### src/rtl/lfsr_pkg.sv
// Shared types and constants for the LFSR random source:
// the fill FSM encoding, default primitive tap masks and the default seed.
package lfsr_pkg;

    typedef enum logic [1:0] {
        IDLE,
        FILL,
        DONE
    } fsm_t;

    // Maximal-length Fibonacci tap masks; bit i set feeds state[i] into the XOR.
    localparam logic [3:0]  TAPS_W4  = 4'hC;
    localparam logic [7:0]  TAPS_W8  = 8'hB8;
    localparam logic [15:0] TAPS_W16 = 16'hD008;
    localparam logic [31:0] TAPS_W32 = 32'h8020_0003;

    localparam logic [15:0] DEFAULT_SEED = 16'hACE1;

endpackage

### src/rtl/lfsr_step.sv
// One combinational Fibonacci LFSR step: shift left and insert the
// XOR-reduction of the tapped bits at bit 0.
module lfsr_step #(
    parameter int              WIDTH = 16,
    parameter logic [WIDTH-1:0] TAPS = 16'hD008
) (
    input  logic [WIDTH-1:0] cur,
    output logic [WIDTH-1:0] stepped
);

    logic fb;

    assign fb      = ^(cur & TAPS);
    assign stepped = {cur[WIDTH-2:0], fb};

endmodule

### src/rtl/lfsr_rand_gen.sv
// Parametrised LFSR random source with seed loading, lockup guard,
// OUT_W-bit word output and a valid/ready burst fill mode.
module lfsr_rand_gen
    import lfsr_pkg::*;
#(
    parameter int               WIDTH      = 16,
    parameter logic [WIDTH-1:0] TAPS       = TAPS_W16,
    parameter logic [WIDTH-1:0] SEED       = DEFAULT_SEED,
    parameter int               OUT_W      = 8,
    parameter int               FILL_WORDS = 64,
    localparam int              IDX_W      = (FILL_WORDS > 1) ? $clog2(FILL_WORDS) : 1
) (
    input  logic             clk,
    input  logic             rst,
    input  logic             seed_load,
    input  logic [WIDTH-1:0] seed_in,
    input  logic             rand_en,
    input  logic             fill_start,
    input  logic             word_ready,
    output logic             rand_out,
    output logic [OUT_W-1:0] word_out,
    output logic             word_valid,
    output logic [IDX_W-1:0] word_idx,
    output logic             fill_busy,
    output logic             fill_done
);

    fsm_t             fsm;
    fsm_t             fsm_nxt;
    logic [WIDTH-1:0] state;
    logic [WIDTH-1:0] advanced;
    logic [WIDTH-1:0] advanced_safe;
    logic             handshake;
    logic             last_word;
    logic             advance;

    // OUT_W single steps chained so a whole word is produced per clock.
    for (genvar g = 0; g < OUT_W; g++) begin : g_step
        logic [WIDTH-1:0] cur;
        logic [WIDTH-1:0] stepped;
        if (g == 0) begin : g_first
            assign cur = state;
        end else begin : g_rest
            assign cur = g_step[g-1].stepped;
        end
        lfsr_step #(
            .WIDTH (WIDTH),
            .TAPS  (TAPS)
        ) u_step (
            .cur     (cur),
            .stepped (stepped)
        );
    end

    assign advanced      = g_step[OUT_W-1].stepped;
    // Only an illegal TAPS mask can reach zero; recover rather than lock up.
    assign advanced_safe = (advanced == '0) ? SEED : advanced;

    assign handshake = (fsm == FILL) && word_ready;
    assign last_word = (word_idx == IDX_W'(FILL_WORDS - 1));
    assign advance   = ((fsm == IDLE) && rand_en) || handshake;

    assign rand_out = state[WIDTH-1];
    assign word_out = state[WIDTH-1 -: OUT_W];

    // NOTE: sequential state uses non-blocking assignments so every register
    // samples pre-edge values regardless of statement order.
    always_ff @(posedge clk or posedge rst) begin
        if (rst) begin
            fsm <= IDLE;
        end else begin
            fsm <= fsm_nxt;
        end
    end

    // NOTE: defaulting fsm_nxt before the case keeps this block latch-free.
    always_comb begin
        fsm_nxt = fsm;
        case (fsm)
            IDLE:    if (fill_start) fsm_nxt = FILL;
            FILL:    if (handshake && last_word) fsm_nxt = DONE;
            DONE:    fsm_nxt = IDLE;
            default: fsm_nxt = IDLE;
        endcase
        if (seed_load) begin
            fsm_nxt = IDLE;
        end
    end

    always_comb begin
        word_valid = (fsm == FILL);
        fill_busy  = (fsm == FILL);
        fill_done  = (fsm == DONE);
    end

    always_ff @(posedge clk or posedge rst) begin
        if (rst) begin
            state    <= SEED;
            word_idx <= '0;
        end else if (seed_load) begin
            state    <= (seed_in == '0) ? SEED : seed_in;
            word_idx <= '0;
        end else begin
            if (advance) begin
                state <= advanced_safe;
            end
            if (handshake) begin
                word_idx <= last_word ? '0 : word_idx + IDX_W'(1);
            end else if ((fsm == IDLE) && fill_start) begin
                word_idx <= '0;
            end
        end
    end

endmodule

### config.mk
export PLATFORM = sky130hd
export DESIGN_NAME = lfsr_rand_gen
export DESIGN_NICKNAME = d
export VERILOG_FILES = /design/src/rtl/lfsr_pkg.sv /design/src/rtl/lfsr_step.sv /design/src/rtl/lfsr_rand_gen.sv
export SDC_FILE = /design/constraint.sdc
export NUM_CORES = 1
export LEC_CHECK = 0
export CAP_MARGIN = 20
export CORE_MARGIN = 2
export CORE_UTILIZATION = 45
export DETAILED_ROUTE_END_ITERATION = 8
export PLACE_DENSITY = 0.77
export SLEW_MARGIN = 0
export SYNTH_ARGS = -nofsm -noshare
export SYNTH_HDL_FRONTEND = slang
export SYNTH_HIERARCHICAL = 1
export SYNTH_SLANG_ARGS = --single-unit
### constraint.sdc
create_clock -name clk -period 3.6 [get_ports clk]
set_clock_uncertainty 0.15 [all_clocks]
set_input_delay 0.72 -clock clk [delete_from_list [all_inputs] [get_ports clk]]
set_output_delay 0.72 -clock clk [all_outputs]
set_load 0.01 [all_outputs]
==> results_dict.tcl <==
set metrics [dict create \
    ys_warn_count 6 \
    post-cts-setup-buffers 0 \
    h-tree-depth 1 \
    hpwl_mm 2.834 \
    gp_congestion 0.8565 \
    drive_above_1_share 0.1058 \
    timing.final.crit_period_ps 2660 \
    ys_seq_area_frac 0.2471 \
    cellLeakagePower_nw 0.7872 \
    antenna_found_initial 0 \
    async_reset_ff_frac 1.000 \
    row_count 26 \
    setup_tns_ps 0 \
    path_max_fanout 8 \
    yosysTopAreaCell "buf_4" \
    synth_ff_type "dfrtp_1" \
    status "complete, no violations" \
    die-height_um 78.11 \
    coreArea_um2 5205 \
    crit_required_ps 3650 \
    vdd_drop_max_uv 278.2 \
    clk_latency_ps 270 \
    drv_slew 0 \
    arrival_ps 2710 \
    synthTopCellsByArea "buf_4 42%, dfrtp_1 16%, dfstp_2 8.5%, xnor2_1 6.0%, a21oi_1 3.6%" \
    overflow 0 \
    cts_tree "built" \
    cts_resized 0 \
    finalCritPeriodShare 0.7388 \
    cts_buffer_depth 2 \
    drtIter0Drc 72 \
    mappedNetlistArea_um2 2471 \
    synth_edf_count 0 \
    clockRootBuffer "clkbuf_8" \
    grt_max_degree 33 \
    remaining_drc_errors 0 \
    cts_sinks 24 \
    holdBufCountCts 0 \
    finalHoldViolations 0 \
    start_util 0.4748 \
    path_clk_slew_ps 90 \
    rr_startpoint "g_step[0].cur[10]" \
    ios 40 \
    vias 1264 \
    cp-startpoint "seed_in[8]" \
    startpoint_type "input pin" \
    synth_nets 309 \
    numCtsBuffers 3 \
    firstDrtPassIters 4 \
    portBuffers 39 \
    synth-seq-cells 24 \
    post-route-util 0.3827 \
    pwr_density_cell_nw_per_um2 698.5 \
    endpoint_kind "flip-flop" \
    fmax_ghz 0.3760 \
    syn_inst 286 \
    hold_path.class "reg2reg" \
    avgSynthCellArea_um2 8.640 \
    worst_pin_slew_ps 907.5 \
    post-place-cells 255 \
    path_class "in2reg" \
    grt_use_total 0.1328 \
    grt_pass1_wl_mm 6.410 \
    layout_commonest_cell "clkdlybuf4s50_1" \
    maxCapViolCount 0 \
    die_x_um 78.11 \
    slew_headroom 0.3944 \
    post_drt_via_cell_ratio 4.880 \
    die_area_um2 6100 \
    postRouteAntennaNets 0 \
    grt_pass1_vias 1298 \
    wl_mm 3.809 \
    hp-start "g_step[0].cur[15]" \
    synthDominantCellAreaShare 0.4162 \
    final-instance-count-excl-fill 259 \
    final_cell_mix "39 x clkdlybuf4s50_1, 19 x nor2_1, 18 x a21oi_1" \
    nets 213 \
    routedWlPerCell_um 14.71 \
    finalSetupViolCount 0 \
    syn_to_final_growth_pct -19.39 \
    synth_cell_types 31 \
    p_total_mw 1.391 \
    n_antenna_cell 0 \
    rsz0062_at_grt "no" \
]
## path summary, 6_finish.rpt
check | to | slack, ps | cells after the start
worst max-delay path | g_step[0].cur[6] | 940 | 5
worst min-delay path | g_step[0].cur[15] | 380 | 2
worst max register to register | g_step[0].cur[6] | 1060 | 8
worst min register to register | g_step[0].cur[15] | 380 | 2
max in group asynchronous | g_step[0].cur[1] | 1950 | 2
min in group asynchronous | word_idx[3] | 790 | 2
## worst max-delay path, cell delays in order
cell             delay, ps
clkdlybuf4s50_1        440
or4_4                  570
o41ai_4                620
o22ai_1                160
a21oi_1                190
## final cells by class
cell class                      instances  area, um2
Multi-Input combinational cell        118      809.5
Sequential cell                        24      610.6
Clock inverter                          1      30.03
Fill cell                             544       3213
Tap cell                               70      87.58
Clock buffer                            3      41.29
Timing Repair Buffer                   41      405.4
Inverter                                2      7.507
## power by group
part           internal, mW  switching (mW)  leakage (nW)
clock network         0.149          0.0915        0.0357
registers             0.369           0.111         0.284
logic                 0.345           0.326         0.467
## cell families (layout without fill, tap and decap cells)
logic type      count (synthesis)  after routing  synth area share
xor+xnor                       25             25           0.08861
flops                          24             24            0.2471
mux                            10             10           0.04101
simple gates                   42             42           0.08760
compound gates                 40             40            0.1038
fa+ha+maj                       1              1          0.005062
buf+inv                       144             47            0.4268
## layer usage
| layer | track usage | part of all wire | vias to the layer above |
|---|---|---|---|
| met4 | 0.03684 | 0.013 | 0 |
| met1 | 0.1673 | 0.44 | 593 |
| met5 | 0 | 0 | - |
| li1 | - | - | 621 |
| met3 | 0.04023 | 0.059 | 7 |
| met2 | 0.2207 | 0.48 | 43 |
## Yosys cell counts, types with 2 or more instances
cell type  number
clkbuf_1        5
nor3_1          2
xor2_1          8
nor4_1          4
o21bai_1        2
nand3_1         2
o21ai_0         5
o22ai_1         9
nor2_1         19
or4_1           2
and3_1          2
buf_4         137
a21oi_1        18
mux2i_1         9
inv_1           2
a21o_1          2
dfrtp_1        16
dfstp_2         8
or4_4           2
nand2_1         5
xnor2_1        17
## sequential cells by signal, summed over array words and instances, names as in the netlist
signal / flops
word_idx: 6
g_step.cur: 16
fsm: 2
## through the flow
stage               hold slack (ps)  cell area, um2  setup slack, ps
global placement              369.0            1921            707.8
floorplan                     331.7            2471            586.2
CTS                           384.5            1992            947.4
global route                  422.4            1992            790.6
finish                        381.0            1992            940.4
detailed placement            369.6            1921            667.6
Note: power is estimated with default switching activity, not from simulation.
